## src/rtl/fifo_arb_pkg.sv

```systemverilog
// Shared definitions for the FIFO write arbiter: state encoding and the
// clog2 helper also used by the fifo block to size its pointers.
package fifo_arb_pkg;

    localparam logic [1:0] ST_IDLE    = 2'b00;
    localparam logic [1:0] ST_ISSUE   = 2'b01;
    localparam logic [1:0] ST_BLOCKED = 2'b10;

    typedef enum logic [1:0] {
        IDLE    = ST_IDLE,
        ISSUE   = ST_ISSUE,
        BLOCKED = ST_BLOCKED
    } arb_state_e;

    // Ceiling log2; clog2(1) = 0.
    function automatic int clog2(input int value);
        int res;
        int v;
        res = 0;
        v   = value - 1;
        while (v > 0) begin
            res = res + 1;
            v   = v >> 1;
        end
        return res;
    endfunction

endpackage

```

## src/rtl/fifo_wr_arbiter_rr_pick.sv

```systemverilog
// Round-robin picker: finds the first set request at or above ptr,
// wrapping from NREQ-1 back to 0. Purely combinational.
module rr_pick #(
    parameter int NREQ  = 4,
    parameter int PTR_W = 2
) (
    input  logic [NREQ-1:0]  req,
    input  logic [PTR_W-1:0] ptr,
    output logic [NREQ-1:0]  gnt,
    output logic [PTR_W-1:0] idx,
    output logic             any
);

    // Rotating priority search; the first hit from ptr upward wins.
    always_comb begin
        gnt = '0;
        idx = '0;
        any = 1'b0;
        for (int i = 0; i < NREQ; i++) begin
            if (!any && req[(int'(ptr) + i) % NREQ]) begin
                gnt[(int'(ptr) + i) % NREQ] = 1'b1;
                idx = PTR_W'((int'(ptr) + i) % NREQ);
                any = 1'b1;
            end
        end
    end

endmodule

```

## src/rtl/fifo_wr_arbiter.sv

```systemverilog
// Round-robin write arbiter sharing one FIFO among NREQ requesters.
// Acks are combinational; the FIFO write port is driven from a register
// stage. An internal credit counter mirrors FIFO occupancy so that no
// write is issued to a full FIFO despite the FIFO's late full flag.
module fifo_wr_arbiter
    import fifo_arb_pkg::*;
#(
    parameter int WIDTH = 8,
    parameter int NREQ  = 4,
    parameter int DEPTH = 8
) (
    input  logic                     clk_i,
    input  logic                     reset_ni,
    input  logic [NREQ-1:0]          req_i,
    input  logic [NREQ*WIDTH-1:0]    data_i,
    output logic [NREQ-1:0]          ack_o,
    output logic [WIDTH-1:0]         fifo_din_o,
    output logic                     fifo_wr_en_o,
    input  logic                     fifo_rd_en_i,
    output logic                     blocked_o,
    output logic [clog2(DEPTH):0]    count_o
);

    localparam int CNT_W = clog2(DEPTH) + 1;
    localparam int PTR_W = (NREQ > 1) ? clog2(NREQ) : 1;

    arb_state_e        state_q;
    arb_state_e        state_nxt;
    logic [PTR_W-1:0]  ptr_q;
    logic [PTR_W-1:0]  ptr_nxt;
    logic [CNT_W-1:0]  credit_q;
    logic [CNT_W-1:0]  credit_nxt;

    logic [NREQ-1:0]   gnt;
    logic [PTR_W-1:0]  win_idx;
    logic              any_req;
    logic              accept;
    logic              rd_take;
    logic [WIDTH-1:0]  win_data_p0;

    logic [WIDTH-1:0]  din_p1;
    logic              vld_p1;

    rr_pick #(
        .NREQ  (NREQ),
        .PTR_W (PTR_W)
    ) u_rr_pick (
        .req (req_i),
        .ptr (ptr_q),
        .gnt (gnt),
        .idx (win_idx),
        .any (any_req)
    );

    // ---- stage p0: selection and credit check (combinational) ----
    assign accept      = any_req && (credit_q < CNT_W'(DEPTH));
    assign rd_take     = fifo_rd_en_i && (credit_q != '0);
    assign win_data_p0 = data_i[win_idx*WIDTH +: WIDTH];
    // Held low during reset so no requester sees an ack it cannot use.
    assign ack_o       = (reset_ni && accept) ? gnt : '0;

    // Credit update: accept adds, a real read removes, both cancel out.
    always_comb begin
        credit_nxt = credit_q;
        case ({accept, rd_take})
            2'b10:   credit_nxt = credit_q + CNT_W'(1);
            2'b01:   credit_nxt = credit_q - CNT_W'(1);
            default: credit_nxt = credit_q;
        endcase
    end

    // Pointer moves just past the winner so it has lowest priority next.
    always_comb begin
        ptr_nxt = ptr_q;
        if (accept) begin
            if (win_idx == PTR_W'(NREQ - 1)) begin
                ptr_nxt = '0;
            end else begin
                ptr_nxt = win_idx + PTR_W'(1);
            end
        end
    end

    // Next-state logic: accept beats pending-but-full beats idle.
    always_comb begin
        state_nxt = state_q;
        if (accept) begin
            state_nxt = ISSUE;
        end else if (any_req) begin
            state_nxt = BLOCKED;
        end else begin
            state_nxt = IDLE;
        end
    end

    // Control state: FSM, round-robin pointer and credit counter.
    always_ff @(posedge clk_i or negedge reset_ni) begin
        if (!reset_ni) begin
            state_q  <= IDLE;
            ptr_q    <= '0;
            credit_q <= '0;
        end else begin
            state_q  <= state_nxt;
            ptr_q    <= ptr_nxt;
            credit_q <= credit_nxt;
        end
    end

    // ---- stage p1: registered FIFO write port ----
    // Data only loads on an accept so the FIFO input holds between writes.
    always_ff @(posedge clk_i or negedge reset_ni) begin
        if (!reset_ni) begin
            vld_p1 <= 1'b0;
            din_p1 <= '0;
        end else begin
            vld_p1 <= accept;
            if (accept) begin
                din_p1 <= win_data_p0;
            end
        end
    end

    assign fifo_wr_en_o = vld_p1;
    assign fifo_din_o   = din_p1;
    assign blocked_o    = (state_q == BLOCKED);
    assign count_o      = credit_q;

endmodule

```

## config.mk

```make
export PLATFORM = sky130hd
export DESIGN_NAME = fifo_wr_arbiter
export DESIGN_NICKNAME = d
export VERILOG_FILES = /design/src/rtl/fifo_arb_pkg.sv /design/src/rtl/fifo_wr_arbiter_rr_pick.sv /design/src/rtl/fifo_wr_arbiter.sv
export SDC_FILE = /design/constraint.sdc
export NUM_CORES = 1
export LEC_CHECK = 0
export BUFFER_PORTS_ARGS = -buffer_cell sky130_fd_sc_hd__clkbuf_2
export CAP_MARGIN = 0
export CORE_MARGIN = 3
export CORE_UTILIZATION = 45
export CTS_CLUSTER_DIAMETER = 200
export DETAILED_ROUTE_END_ITERATION = 8
export PLACE_DENSITY = 0.75
export SLEW_MARGIN = 20
export SYNTH_ARGS = -nofsm -noshare
export SYNTH_HDL_FRONTEND = slang
export SYNTH_SLANG_ARGS = --single-unit
```

## constraint.sdc

```tcl
create_clock -name clk_i -period 6.8 [get_ports clk_i]
set_input_delay 0.34 -clock clk_i [delete_from_list [all_inputs] [get_ports clk_i]]
set_output_delay 0.34 -clock clk_i [all_outputs]
set_load 0.02 [all_outputs]
```

-- After elaboration in Yosys (flattened, before gate mapping)
Index checks and enable logic that the tools add are counted.
- output and inout port bits: 18
- memory bits (writable): 0
- latch bits: 0
- bits in read-only memories: 0
- memories kept: 0
- flip-flop bits (word level): 17
- shifts and indexed selects: 1
- multiplexer cells: 36
- bitwise gates (word level): 6
- divide/modulo/power cells: 0
- $add $sub $neg: 6
- multiply operators: 0
- reductions and logical operators: 18
- $lt $le $gt $ge: 9
- equal/unequal tests: 4
- operators by type and width (operator ; number):
    indexed part select 32 x 6 -> 8 bit ; 1
    2-to-1 mux 4 bit ; 5
    2-to-1 mux 1 bit ; 15
    2-to-1 mux 2 bit ; 7
    < comparator 3 x 4 -> 1 bit, second input constant ; 3
    bitwise OR 4 bit ; 3
    logical AND 1 bit ; 10
    greater-or-equal comparator 3 x 1 -> 1 bit, second input constant ; 3
    binary-select mux 1 bit (select 2 bit) ; 4
    demux 1 bit (select 2 bit) ; 4
    one-hot mux 4 bit (2 select lines) ; 1
    equality test 2 bit, second input constant ; 3
    OR reduction 2 bit ; 3
    adder 2 x 1 -> 2 bit, second input constant ; 2
    adder 2 bit, second input constant ; 2
    adder 4 x 1 -> 4 bit, second input constant ; 1
    < comparator 4 bit, second input constant ; 1
    nonzero test 4 bit ; 1
    subtractor 4 x 1 -> 4 bit, second input constant ; 1
    bitwise AND 1 bit, first input constant ; 3
    zero test 1 bit ; 3
    < comparator 2 x 3 -> 1 bit, second input constant ; 1
    equality test 2 x 1 -> 1 bit, second input constant ; 1
    greater-or-equal comparator 2 x 1 -> 1 bit, second input constant ; 1
    nonzero test 2 bit ; 1

-- Logic depth before layout (Yosys ltp)
Gate-level depths: netlist of the first run.
- word-level depth: 17
- gate-level depth with buffers: 13

-- Cells and area by module
Synthesis of the first run repeated with hierarchy kept, for this count alone.
- cells, all modules: 129
- area total of the unflattened synthesis: 1366.3 um2
- modules (own cells, without submodules) (module ; instances ; area each (um2) ; cells each):
    fifo_wr_arbiter ; 1 ; 947.2 ; 84
    rr_pick ; 1 ; 419.2 ; 45

-- Worst setup path before layout of the first run
No wires, ideal clock.
- path kind: register to register
- from: reg ptr_q[0]
- to: reg din_p1[7], in the netlist fifo_din_o[7]
- arrival time: 2793 ps
- slack: 3882 ps
- cell stages (with the launch flop): 13
- clock period less this slack: 2918 ps
- data required time: 6675 ps
- path through: dfrtp_1 buf_4 inv_1 ha_1 buf_6 mux4_2 nor2b_4 a2bb2oi_2 buf_6 buf_12 mux2i_1 mux2i_1 mux2_2
- longest elaborated chain between the ends: 13
- elaborated cells between the ends (all ways): 30
- those cells by class: add/sub (3); shift (1); mux (19); reduce/logical (7)
- RTL lines (item ; line ; RTL):
    from (decl) ; fifo_wr_arbiter.sv:29 ; logic [PTR_W-1:0] ptr_q;
    from (signal assigned) ; fifo_wr_arbiter.sv:104 ; ptr_q <= ptr_nxt;
    adder 2 x 1 -> 2 bit / binary-select mux 1 bit (select 2 bit) (equally long branches) ; fifo_wr_arbiter_rr_pick.sv:20, fifo_wr_arbiter_rr_pick.sv:22 ;
    binary-select mux 1 bit (select 2 bit) / 2-to-1 mux 1 bit (equally long branches) ; fifo_wr_arbiter_rr_pick.sv:20 ; if (!any && req[(int'(ptr) + i) % NREQ]) begin
    2-to-1 mux 1 bit (implied by the code) ; fifo_wr_arbiter_rr_pick.sv:20 ;
    2-to-1 mux 1 bit (implied by the code) / zero test 1 bit (equally long branches) ; fifo_wr_arbiter_rr_pick.sv:20 ;
    logical AND 1 bit ; fifo_wr_arbiter_rr_pick.sv:20 ;
    2-to-1 mux 1 bit ; fifo_wr_arbiter_rr_pick.sv:20 ;
    zero test 1 bit ; fifo_wr_arbiter_rr_pick.sv:20 ;
    logical AND 1 bit ; fifo_wr_arbiter_rr_pick.sv:20 ;
    2-to-1 mux 1 bit ; fifo_wr_arbiter_rr_pick.sv:20 ;
    zero test 1 bit ; fifo_wr_arbiter_rr_pick.sv:20 ;
    logical AND 1 bit ; fifo_wr_arbiter_rr_pick.sv:20 ;
    2-to-1 mux 2 bit / 2-to-1 mux 1 bit (equally long branches) ; fifo_wr_arbiter_rr_pick.sv:20 ;
    indexed part select 32 x 6 -> 8 bit / logical AND 1 bit (equally long branches) ; fifo_wr_arbiter.sv:58, fifo_wr_arbiter.sv:56 ;
    to (signal assigned) ; fifo_wr_arbiter.sv:118 ; din_p1 <= win_data_p0;
    to (decl) ; fifo_wr_arbiter.sv:41 ; logic [WIDTH-1:0] din_p1;
Parallel ways exist; a longest one is shown, timed or not. The select of a mux whose other input is x is not followed.
A chain may end at the register's enable or synchronous reset.

-- Final worst setup path of the first run
- from: reg ptr_q[0]
- to: reg din_p1[2], in the netlist fifo_din_o[2]
Same word-level chain as after synthesis.

==> results of run 1 <==
[layout make-up]
class	count	area (sq um)	share of cell area [%]
Clock buffer	3	22.5	1.25
Sequential cell	16	400	22.2
Timing Repair Buffer	58	298	16.5
Multi-Input combinational cell	115	1010	56.2
Inverter	4	15.0	0.832
Tap cell	44	55.1	3.05
[worst reg2reg max path, cell delays in order, from the launching register on]
cell       delay (ns)
dfrtp_1          0.67
inv_1            0.26
ha_1             0.49
mux4_2           0.64
nor2b_4          0.23
a2bb2oi_4        0.57
mux2i_1          0.28
mux2i_1          0.10
mux2_2           0.28
[synthesized netlist by cell type, drive strengths merged, types with 2 or more instances]
master / number
a21oi: 3
o211ai: 2
nor2: 13
mux4: 2
a32oi: 2
a22oi: 5
nor2b: 4
xor2: 5
nand3b: 3
clkbuf: 2
or2b: 2
mux2i: 25
inv: 4
buf: 8
mux2: 10
nand2: 6
a221oi: 4
dfrtp: 16
nor3: 2
xnor2: 2
ha: 10
[power groups by stage]
stage / clock (mW) / sequential, mW / combinational [mW]
CTS: 0.0495 / 0.209 / 0.674
floorplan: 0 / 0.239 / 0.549
finish: 0.0467 / 0.209 / 0.680
detailed placement: 0 / 0.211 / 0.673
global placement: 0 / 0.207 / 0.642
global route: 0.0541 / 0.219 / 0.741
[cells by family after synthesis]
logic type,after synthesis,synth area share [%]
buf+inv,14,6.97
flops,16,26.6
fa+ha+maj,10,8.30
xor+xnor,7,4.07
mux,37,27.1
simple gates,37,13.6
compound gates,24,13.4
[metrics by stage]
step	hold slack (ns)	power [mW]
after detailed placement	0.287	0.884
after floorplan	0.0444	0.787
after CTS	0.469	0.933
after global routing	0.496	1.01
final	0.470	0.936
after global placement	0.282	0.849
[how the worst max path moves through the flow]
stage	from	end	slack (ns)
after detailed placement	ptr_q[0]$_DFFE_PN0P_	fifo_din_o[2]$_DFFE_PN0P_	2.88
after global routing	ptr_q[0]$_DFFE_PN0P_	fifo_din_o[5]$_DFFE_PN0P_	2.94
after CTS	ptr_q[0]$_DFFE_PN0P_	fifo_din_o[2]$_DFFE_PN0P_	2.88
final	ptr_q[0]$_DFFE_PN0P_	fifo_din_o[2]$_DFFE_PN0P_	3.18
after global placement	ptr_q[0]$_DFFE_PN0P_	fifo_din_o[3]$_DFFE_PN0P_	3.16
after floorplan	ptr_q[0]$_DFFE_PN0P_	fifo_din_o[7]$_DFFE_PN0P_	3.88
[what timing repair did]
action,in CTS,in global routing
gates resized for setup,0,0
buffers inserted,0,0
endpoints found under the hold margin,16,0
hold buffers,1,0
[cell usage in the layout, fill, tap and decap left out, types with 2 or more instances in the layout]
cell	Yosys	routed
a21oi_1	3	3
a221oi_1	4	4
a22oi_1	5	5
a32oi_1	2	2
clkbuf_2	0	56
clkbuf_4	0	3
dfrtp_1	16	16
ha_1	10	10
inv_1	4	4
mux2_2	10	10
mux2i_1	25	25
mux4_2	2	2
nand2_1	6	6
nand3b_1	3	3
nor2_1	13	13
nor2b_1	3	3
nor3_1	2	2
o211ai_1	2	2
or2b_1	2	2
xnor2_1	2	2
xor2_1	5	5
[registers in the layout, summed over array words and instances, names as in the netlist]
| signal | count |
|---|---|
| fifo_din_o | 8 |
| count_o | 4 |
| ptr_q | 2 |
| state_q | 2 |
[per-layer routing]
metal | up-vias | global-route usage [%] | part of all wire, %
li1 | 642 | - | -
met1 | 614 | 19.4 | 41
met2 | 37 | 33.9 | 56
met3 | 0 | 2.81 | 3.3
met4 | 0 | 2.96 | 0
met5 | - | 0 | 0
==> metrics.md, run 1 <==
| Metric | Value |
|---|---|
| Status | finished, final reports clean |
| Largest net degree at the start of global routing | 18 |
| Final HPWL DP | 2780 um |
| Placed Cells | 236 |
| Count of buffer and inverter cells on the critical path | 1 |
| Via count | about 1300 |
| Top cell type's share of synthesized area | 26.6% |
| Synthesized Nets | 194 |
| Seq pwr share | 22.4% |
| Slew Viols, Final | 0 |
| Final setup margin | 3.18 ns |
| CP most frequent cell | mux2i_1 |
| Startpoint types | flip-flop |
| DRC viols | 0 |
| Area leader, netlist | dfrtp_1 |
| H-tree lvl count | 1 |
| Worst-margin pin slew | 0.694 ns |
| Pre-CTS WS | 2.88 ns |
| Vias in the first global route | 1330 |
| Peak Freq | between 0.2 and 0.3 GHz |
| Final setup fails | 0 |
| WP data arrival | 3.78 ns |
| Mapped Cells | ~150 |
| Hold Path Depth | 3 |
| Pwr Density | between 500 and 600 mW/mm^2 |
| RSZ-0062 raised after global routing | no |
| Worst Hold End | state_q[1]$_DFF_PN0_ |
| Net Sw Frac | 48.1% |
| Async SR Flop Fraction | 100% |
| Total CTS buffers | 3 |
| Number of port buffers | 56 |
| Setup tns final | 0 ns |
| Hold Fails Final Rpt | 0 |
| Synth top area cells | dfrtp_1 27%, mux2i_1 17%, ha_1 8.3% |
| Final core utilization | 57.7% |
| All-Layer GR Usage | roughly 17% |
| CTS tree | built |
| Critical path's slowest cell | dfrtp_1 |
| Clk slew on worst S/H paths | 0.08 ns |
| Total gr overflow | 0 |
| Fin cells | 240 |
| Share of post-route cells with drive strength above 1 | 39.8% |
| Wire per inst | 14.4 um |
| Core Box Area | ~0.0031 sq mm |
| Total number of yosys warnings | 0 |
| Filler Cell Count | between 200 and 300 |
| CP max stage delay | 0.67 ns |
| Antenna violations before repair | 0 |
| Top delay family on crit path | multiplexers |
| Crit path max fanout | 17 |
| Design area | around 0.0018 sq mm |
| Post-synth EDFFs | 0 |
| Drt total wl | 3460 um |
| Slew Limit Headroom | between 50% and 60% |
| Hold_sp | req_i[0] |
| Clock Skew | 0.00313 ns |
| 1st-iter DRT viols | 128 |
| Critical Path Sink Type | flip-flop |
| Register bit count reported by yosys | 16 |
| Register area share after synthesis | 26.6% |
| Combinational share of power | 72.7% |
| Clock share of power | ~5% |
| Ports | 57 |
| Row count | 20 |
| Final Cycle Share | 53.2% |
| Main synth FF type | dfrtp_1 |
| Synthesized cell area | 0.00151 sq mm |
| Minimum clock period | 3.62 ns |
| First-pass GRT wire length | 5800 um |
| Worst r2r path cells | 8 |
| Worst EP required | ~7 ns |
| R2R setup slack | 3.18 ns |
| IR drop worst, VDD | 0.266 mV |
| Ant diodes | 0 |
| Clk_lat worst skew | 0.27 ns |
| TritonRoute pass-1 iters | 5 |
| Int Pwr | 486 uW |
| Reg2reg start | ptr_q[0]$_DFFE_PN0P_ |
| Initial Util | 48.2% |
| CTS sink cnt | 16 |
| Maximum Capacitance Violations | 0 |
| Lkg Pwr | 0.918 nW |
| Net Switching | 451 uW |
| Area Overhead vs Synth | 19.7% |
| Gp weighted congestion | ~0.83 |
| Yosys cell types | 41 |
| Nets | 247 |
| CP cell instances | inv_1 > ha_1 > mux4_2 > nor2b_4 > a2bb2oi_4 > mux2i_1 > mux2i_1 > mux2_2 |
| Via density | 5.39 |
| Die X | approximately 64 um |
| Critical path depth | 8 |
| Clk root buf | clkbuf_4 |
| Full die area | approximately 0.0041 sq mm |
| HP Class | in2reg |
| Die height | 63.9 um |
| Syn_area_per_cell | 10.4 sq um |
| Critical path class | reg2reg |
| Post-route ant nets | 0 |
| Dpl cell area | about 0.0018 sq mm |
| FF-to-FF End | fifo_din_o[2]$_DFFE_PN0P_ |
| Clk buf depth | 2 |
No activity file was read; power rests on OpenSTA's default activity.
==> run 2: changes to the inputs <==
Settings changed: ABC_AREA set to 1, PLACE_DENSITY 0.75 to 0.74.
Clock period 6.8 ns to 3.58 ns, I/O delays scaled along.
==> metrics.md, run 2 <==
| Metric | Value |
|---|---|
| Status | finished, final reports clean |
| Share of post-route cells with drive strength above 1 | 26.6% |
| Minimum clock period | ~2.8 ns |
| Clk root buf | clkbuf_4 |
| IR drop worst, VDD | about 0.44 mV |
| Synthesized cell area | 0.00165 sq mm |
| Final Cycle Share | 79.3% |
| Commonest non-fill, non-tap cell in the layout | nand2_1 |
| Pre-CTS WS | 0.757 ns |
| CTS tree | built |
| Hold Fails Final Rpt | 0 |
| Clock Skew | between 0.006 and 0.007 ns |
| Total gr overflow | 0 |
| Initial Util | 48.2% |
| Main synth FF type | dfrtp_1 |
| Crit path max fanout | 11 |
| WP data arrival | 3.06 ns |
| Drt total wl | about 3800 um |
| Critical path class | reg2reg |
| Via count | 1722 |
| CP most frequent cell | ha_1 |
| Top delay family on crit path | adder cells |
| TritonRoute pass-1 iters | 4 |
| Top post-synthesis cells by count | 75 x nand2_1, 54 x inv_1, 42 x nand3_1, 16 x dfrtp_1, 10 x ha_1 |
| HP Class | in2reg |
| RSZ-0062 raised after global routing | no |
| Total number of yosys warnings | 0 |
| Clk slew on worst S/H paths | 0.10 ns |
| Worst EP required | around 3.8 ns |
| Core Box Area | 0.00342 sq mm |
| Pwr Density | 1140 mW/mm^2 |
| Yosys cell types | 30 |
| Placed Cells | approximately 360 |
| Row count | 21 |
| All-Layer GR Usage | a little under a fifth |
| Most frequent cells in the layout | 75 x nand2_1, 56 x clkbuf_2, 54 x inv_1 |
| Critical path's slowest cell | dfrtp_1 |
| Slew Viols, Final | 0 |
| Async SR Flop Fraction | 100% |
| Final setup fails | 0 |
| Setup tns final | 0 ns |
| Post-synth EDFFs | 0 |
| Full die area | 0.00442 sq mm |
| Ant diodes | 0 |
| Register area share after synthesis | 24.3% |
| Die height | between 60 and 70 um |
| Top cell type's share of synthesized area | between 20% and 30% |
| Gp weighted congestion | 0.915 |
| DRC viols | 0 |
| Ports | 57 |
| Clk buf depth | 2 |
| Area Overhead vs Synth | 21.5% |
| Post-route ant nets | 0 |
| Synth top area cells | dfrtp_1 24%, nand2_1 17%, nand3_1 13% |
| Max reg flops | 8 |
| Number of port buffers | 56 |
| Startpoint types | flip-flop |
| Final setup margin | 0.743 ns |
| Die X | 66.5 um |
| Wire per inst | ~11 um |
| Synthesized Nets | 308 |
| Slew Limit Headroom | 72.2% |
| 1st-iter DRT viols | 70 |
| Peak Freq | 0.352 GHz |
| Antenna violations before repair | 0 |
| CP cell instances | inv_2 > ha_1 > inv_1 > nand3_2 > nand2_4 > nand4_2 > nand2_1 > ha_1 > xor2_1 > ha_1 > a21oi_1 > or2_2 > a31oi_1 |
| Vias in the first global route | 1614 |
| Worst-margin pin slew | 0.417 ns |
| Total CTS buffers | 3 |
| Fin cells | between 300 and 400 |
| CTS sink cnt | 16 |
| Syn_area_per_cell | approximately 6.4 sq um |
| Final HPWL DP | 3160 um |
| Count of buffer and inverter cells on the critical path | 2 |
| Largest net degree at the start of global routing | 19 |
| Hold_sp | data_i[6] |
| Via density | 4.76 |
| Lkg Pwr | 1.28 nW |
| Register bit count reported by yosys | 16 |
| Post-cts gate resize count | 0 |
| Clk_lat worst skew | 0.30 ns |
| CP max stage delay | 0.53 ns |
| Nets | 366 |
| Critical Path Sink Type | flip-flop |
| Maximum Capacitance Violations | 0 |
| Mapped Cells | approximately 260 |
| Crit. Startpoint | ptr_q[0]$_DFFE_PN0P_ |
| Area leader, netlist | dfrtp_1 |
| Top-count cell post-synth | nand2_1 |
| First-pass GRT wire length | 6530 um |
| H-tree lvl count | 1 |
| Reg2reg start | ptr_q[0]$_DFFE_PN0P_ |
## run 2: cell types whose count changed after synthesis, moves of 4 or more
cell | previous run | this run
nand2_4 | 0 | 4
nand2_1 | 6 | 75
mux2i_1 | 25 | 0
o21ai_0 | 1 | 6
nand2_2 | 0 | 8
a221oi_1 | 4 | 0
nand3_1 | 1 | 42
nor2_1 | 13 | 7
inv_1 | 4 | 54
mux2_2 | 10 | 0
## run 2: logic make-up (layout without fill, tap and decap cells)
logic type	Yosys count	after routing	share of synthesized area [%]
AND/OR/NAND/NOR	145	145	41.7
buffers and inverters	63	120	15.8
AO/OA/AOI/OAI	20	20	7.91
flip-flops	16	16	24.3
adder cells (fa/ha/maj)	10	10	7.60
XOR/XNOR	5	5	2.66
## run 2: repair_timing
item,4_1_cts,5_1_grt
setup endpoints to repair,0,0
hold buffers,1,0
buffers inserted,0,0
hold endpoints to repair,16,0
## run 2: worst paths after layout
kind                       depth (start not counted)                   endpoint  slack (ns)
max reg2reg                                       13     count_o[2]$_DFFE_PN0P_        0.74
min in group asynchronous                          2     count_o[2]$_DFFE_PN0P_        0.34
min reg2reg                                        2  fifo_din_o[7]$_DFFE_PN0P_        0.49
max in group asynchronous                          2       ptr_q[0]$_DFFE_PN0P_        2.94
max                                               13     count_o[2]$_DFFE_PN0P_        0.74
min                                                7  fifo_din_o[6]$_DFFE_PN0P_        0.26
## run 2: routing by layer
layer / wire length (um) / vias up / global-route usage, %
met1: 1700 / 754 / 23.4
li1: - / 914 / -
met5: 0 / - / 0
met4: 80 / 0 / 7.61
met3: 191 / 7 / 2.02
met2: 1840 / 47 / 33.2
## run 2: power breakdown
part	leakage, nW	switching, mW	internal [mW]
clock network	0.0210	0.0605	0.0620
logic	1.07	1.17	0.598
registers	0.193	0.0929	0.285
## run 2: worst min-delay path, cell delays in order
cell and delay (ns):
clkbuf_2 0.08, inv_1 0.04, nand2_1 0.04, nand3_1 0.05, nand2_1 0.04, nand2_1 0.05, nand2_1 0.04
## run 2: cell type report
cell class	count	area, sq um
Fill cell	367	1420
Multi-Input combinational cell	180	985
Sequential cell	16	400
Timing Repair Buffer	58	298
Inverter	58	223
Tap cell	46	57.6
Clock buffer	4	36.3
## run 2: per-stage QoR
stage | hold WS (ns) | utilization, % | cell area [sq um] | power [mW]
3_5_place_dp | 0.129 | 57.2 | 1950 | 2.17
3_3_place_gp | 0.128 | 57.2 | 1950 | 2.14
2_1_floorplan | -0.117 | - | 1650 | 1.82
4_1_cts | 0.265 | 58.5 | 2000 | 2.29
6_report | 0.258 | 58.5 | 2000 | 2.27
5_1_grt | 0.298 | 58.5 | 2000 | 2.53
==> run 3: changes to the inputs <==
Settings changed: ABC_AREA 1 to 0, PLACE_DENSITY 0.74 to 0.78.
Clock period 3.58 ns to 2.3 ns, I/O delays scaled along.
==> metrics.md, run 3 (synthesis results as in run 1) <==
| Metric | Value |
|---|---|
| Status | complete, but fails checks |
| Failing checks | setup timing |
| Commonest non-fill, non-tap cell in the layout | clkbuf_2 |
| Minimum clock period | between 2 and 3 ns |
| Crit path to | fifo_din_o[2]$_DFFE_PN0P_ |
| Total CTS buffers | 3 |
| Most frequent cells in the layout | 52 x clkbuf_2, 23 x mux2i_1, 15 x dfrtp_1, 15 x buf_4 |
| Vias in the first global route | 1368 |
| Crit path max fanout | 17 |
| CP most frequent cell | mux2i_1 |
| Clk buf depth | 2 |
| Row count | 20 |
| IR drop worst, VDD | around 0.86 mV |
| Peak Freq | 0.393 GHz |
| Setup tns final | -2.49 ns |
| Final setup fails | 13 |
| Final setup margin | -0.244 ns |
| R2R setup slack | -0.24 ns |
| Final core utilization | approximately 70% |
| Total gr overflow | 0 |
| CTS sink cnt | 16 |
| Slew Viols, Final | 0 |
| Via count | 1380 |
| Die height | 63.9 um |
| Ports | 57 |
| Hold Fails Final Rpt | 0 |
| Post-route ant nets | 0 |
| WP data arrival | 2.72 ns |
| Full die area | 0.00408 sq mm |
| Clock Skew | 0.00356 ns |
| Final Cycle Share | 111% |
| Lkg Pwr | 1.07 nW |
| Number of port buffers | between 50 and 60 |
| Critical Path Sink Type | flip-flop |
| Worst r2r path cells | 9 |
| Pwr Density | 1660 mW/mm^2 |
| Max reg flops | 8 |
| Critical path class | reg2reg |
| DRC viols | 0 |
| TritonRoute pass-1 iters | 4 |
| First-pass GRT wire length | slightly above 6000 um |
| Drt total wl | just under 4000 um |
| Clk_lat worst skew | between 0.2 and 0.3 ns |
| All-Layer GR Usage | a little under a fifth |
| Critical path's slowest cell | mux4_2 |
| Wire per inst | 14.9 um |
| Fin cells | between 200 and 300 |
| Antenna violations before repair | 0 |
| Die X | 63.9 um |
| RSZ-0062 raised after global routing | yes |
| Worst-margin pin slew | 0.475 ns |
| Initial Util | 48.2% |
| CP max stage delay | 0.54 ns |
| Share of post-route cells with drive strength above 1 | between 50% and 60% |
| FF-to-FF End | fifo_din_o[2]$_DFFE_PN0P_ |
| Final HPWL DP | about 2700 um |
| Clk slew on worst S/H paths | 0.10 ns |
| 1st-iter DRT viols | 75 |
| Filler Cell Count | 238 |
| Core Box Area | roughly 0.0031 sq mm |
| Design Power | 3.62 mW |
| Largest net degree at the start of global routing | 18 |
| Maximum Capacitance Violations | 0 |
| Slew Limit Headroom | 68.1% |
| Worst EP required | 2.48 ns |
| H-tree lvl count | 1 |
| Ant diodes | 0 |
| Area Overhead vs Synth | 44.7% |
| Clk root buf | clkbuf_4 |
| Gp weighted congestion | 0.808 |
| Reg2reg start | ptr_q[0]$_DFFE_PN0P_ |
| Nets | 267 |
| HP Class | in2reg |
| Placed Cells | 253 |
| CP cell instances | inv_6 > ha_4 > mux4_2 > nor2b_4 > a2bb2oi_2 > buf_12 > mux2i_1 > mux2i_1 > mux2_2 |
| Via density | between 5 and 6 |
| CTS tree | built |
| Startpoint types | flip-flop |
| Pre-CTS WS | -0.167 ns |
| Crit. Startpoint | ptr_q[0]$_DFFE_PN0P_ |
-- run 3: changes by cell type in the layout (fill, tap and decap cells not counted), sizes merged, moves of 5 or more --
cell   before  now
mux2i       0   25
mux2        0   10
inv        58    4
buf         1   25
nand2      87    6
o21ai       8    1
nor2        8   13
nand3      45    1
-- run 3: metal layers --
layer	wire [um]	track usage (%)
met1	1650	23.8
met2	2020	32.3
met3	166	3.51
met4	62	2.16
met5	0	0
-- run 3: power breakdown --
| part | internal [mW] | leakage, nW | switching (mW) |
|---|---|---|---|
| clock | 0.0963 | 0.0210 | 0.0908 |
| combinational | 1.47 | 0.861 | 1.43 |
| sequential | 0.441 | 0.186 | 0.0992 |
-- run 3: area by class of cell --
cell class                      count  area [sq um]  share of cell area [%]
Clock buffer                        4          36.3                    1.66
Inverter                            4          20.0                   0.917
Multi-Input combinational cell    115          1160                    53.4
Sequential cell                    16           402                    18.4
Tap cell                           44          55.1                    2.52
Timing Repair Buffer               78           504                    23.1
-- run 3: worst min path at each step --
stage / endpoint / cells past startpoint / startpoint / slack (ns)
2_1_floorplan: count_o[0]$_DFFE_PN0P_ / 0 / reset_ni / -0.18
3_3_place_gp: count_o[2]$_DFFE_PN0P_ / 2 / reset_ni / 0.07
3_5_place_dp: count_o[0]$_DFFE_PN0P_ / 2 / reset_ni / 0.07
4_1_cts: state_q[1]$_DFF_PN0_ / 3 / req_i[0] / 0.24
5_1_grt: fifo_din_o[5]$_DFFE_PN0P_ / 4 / data_i[5] / 0.27
6_report: state_q[1]$_DFF_PN0_ / 3 / req_i[0] / 0.25
-- run 3: per-stage QoR --
stage                     area, sq um  hold slack, ns
final                            2180           0.251
after global routing             2180           0.274
after CTS                        2040           0.236
after detailed placement         1930          0.0741
after global placement           1930          0.0716
after floorplan                  1550          -0.181
-- run 3: worst max-delay path: cells and delay by family, from the launching register on --
family	cells	cell delay (ns)
DFF	1	0.43
AOI/OAI and AO/OA	1	0.19
adders and majority gates	1	0.27
buffers and inverters	2	0.23
muxes	4	1.17
and+or+nand+nor	1	0.14
-- run 3: repair_timing --
| action | in CTS | in global routing |
|---|---|---|
| setup endpoints to repair | 13 | 13 |
| resized for setup | 12 | 30 |
| setup buffers | 1 | 2 |
| hold buffers | 1 | 0 |
| gates cloned | 0 | 0 |
| pin swaps | 4 | 9 |
| hold endpoints to repair | 16 | 0 |
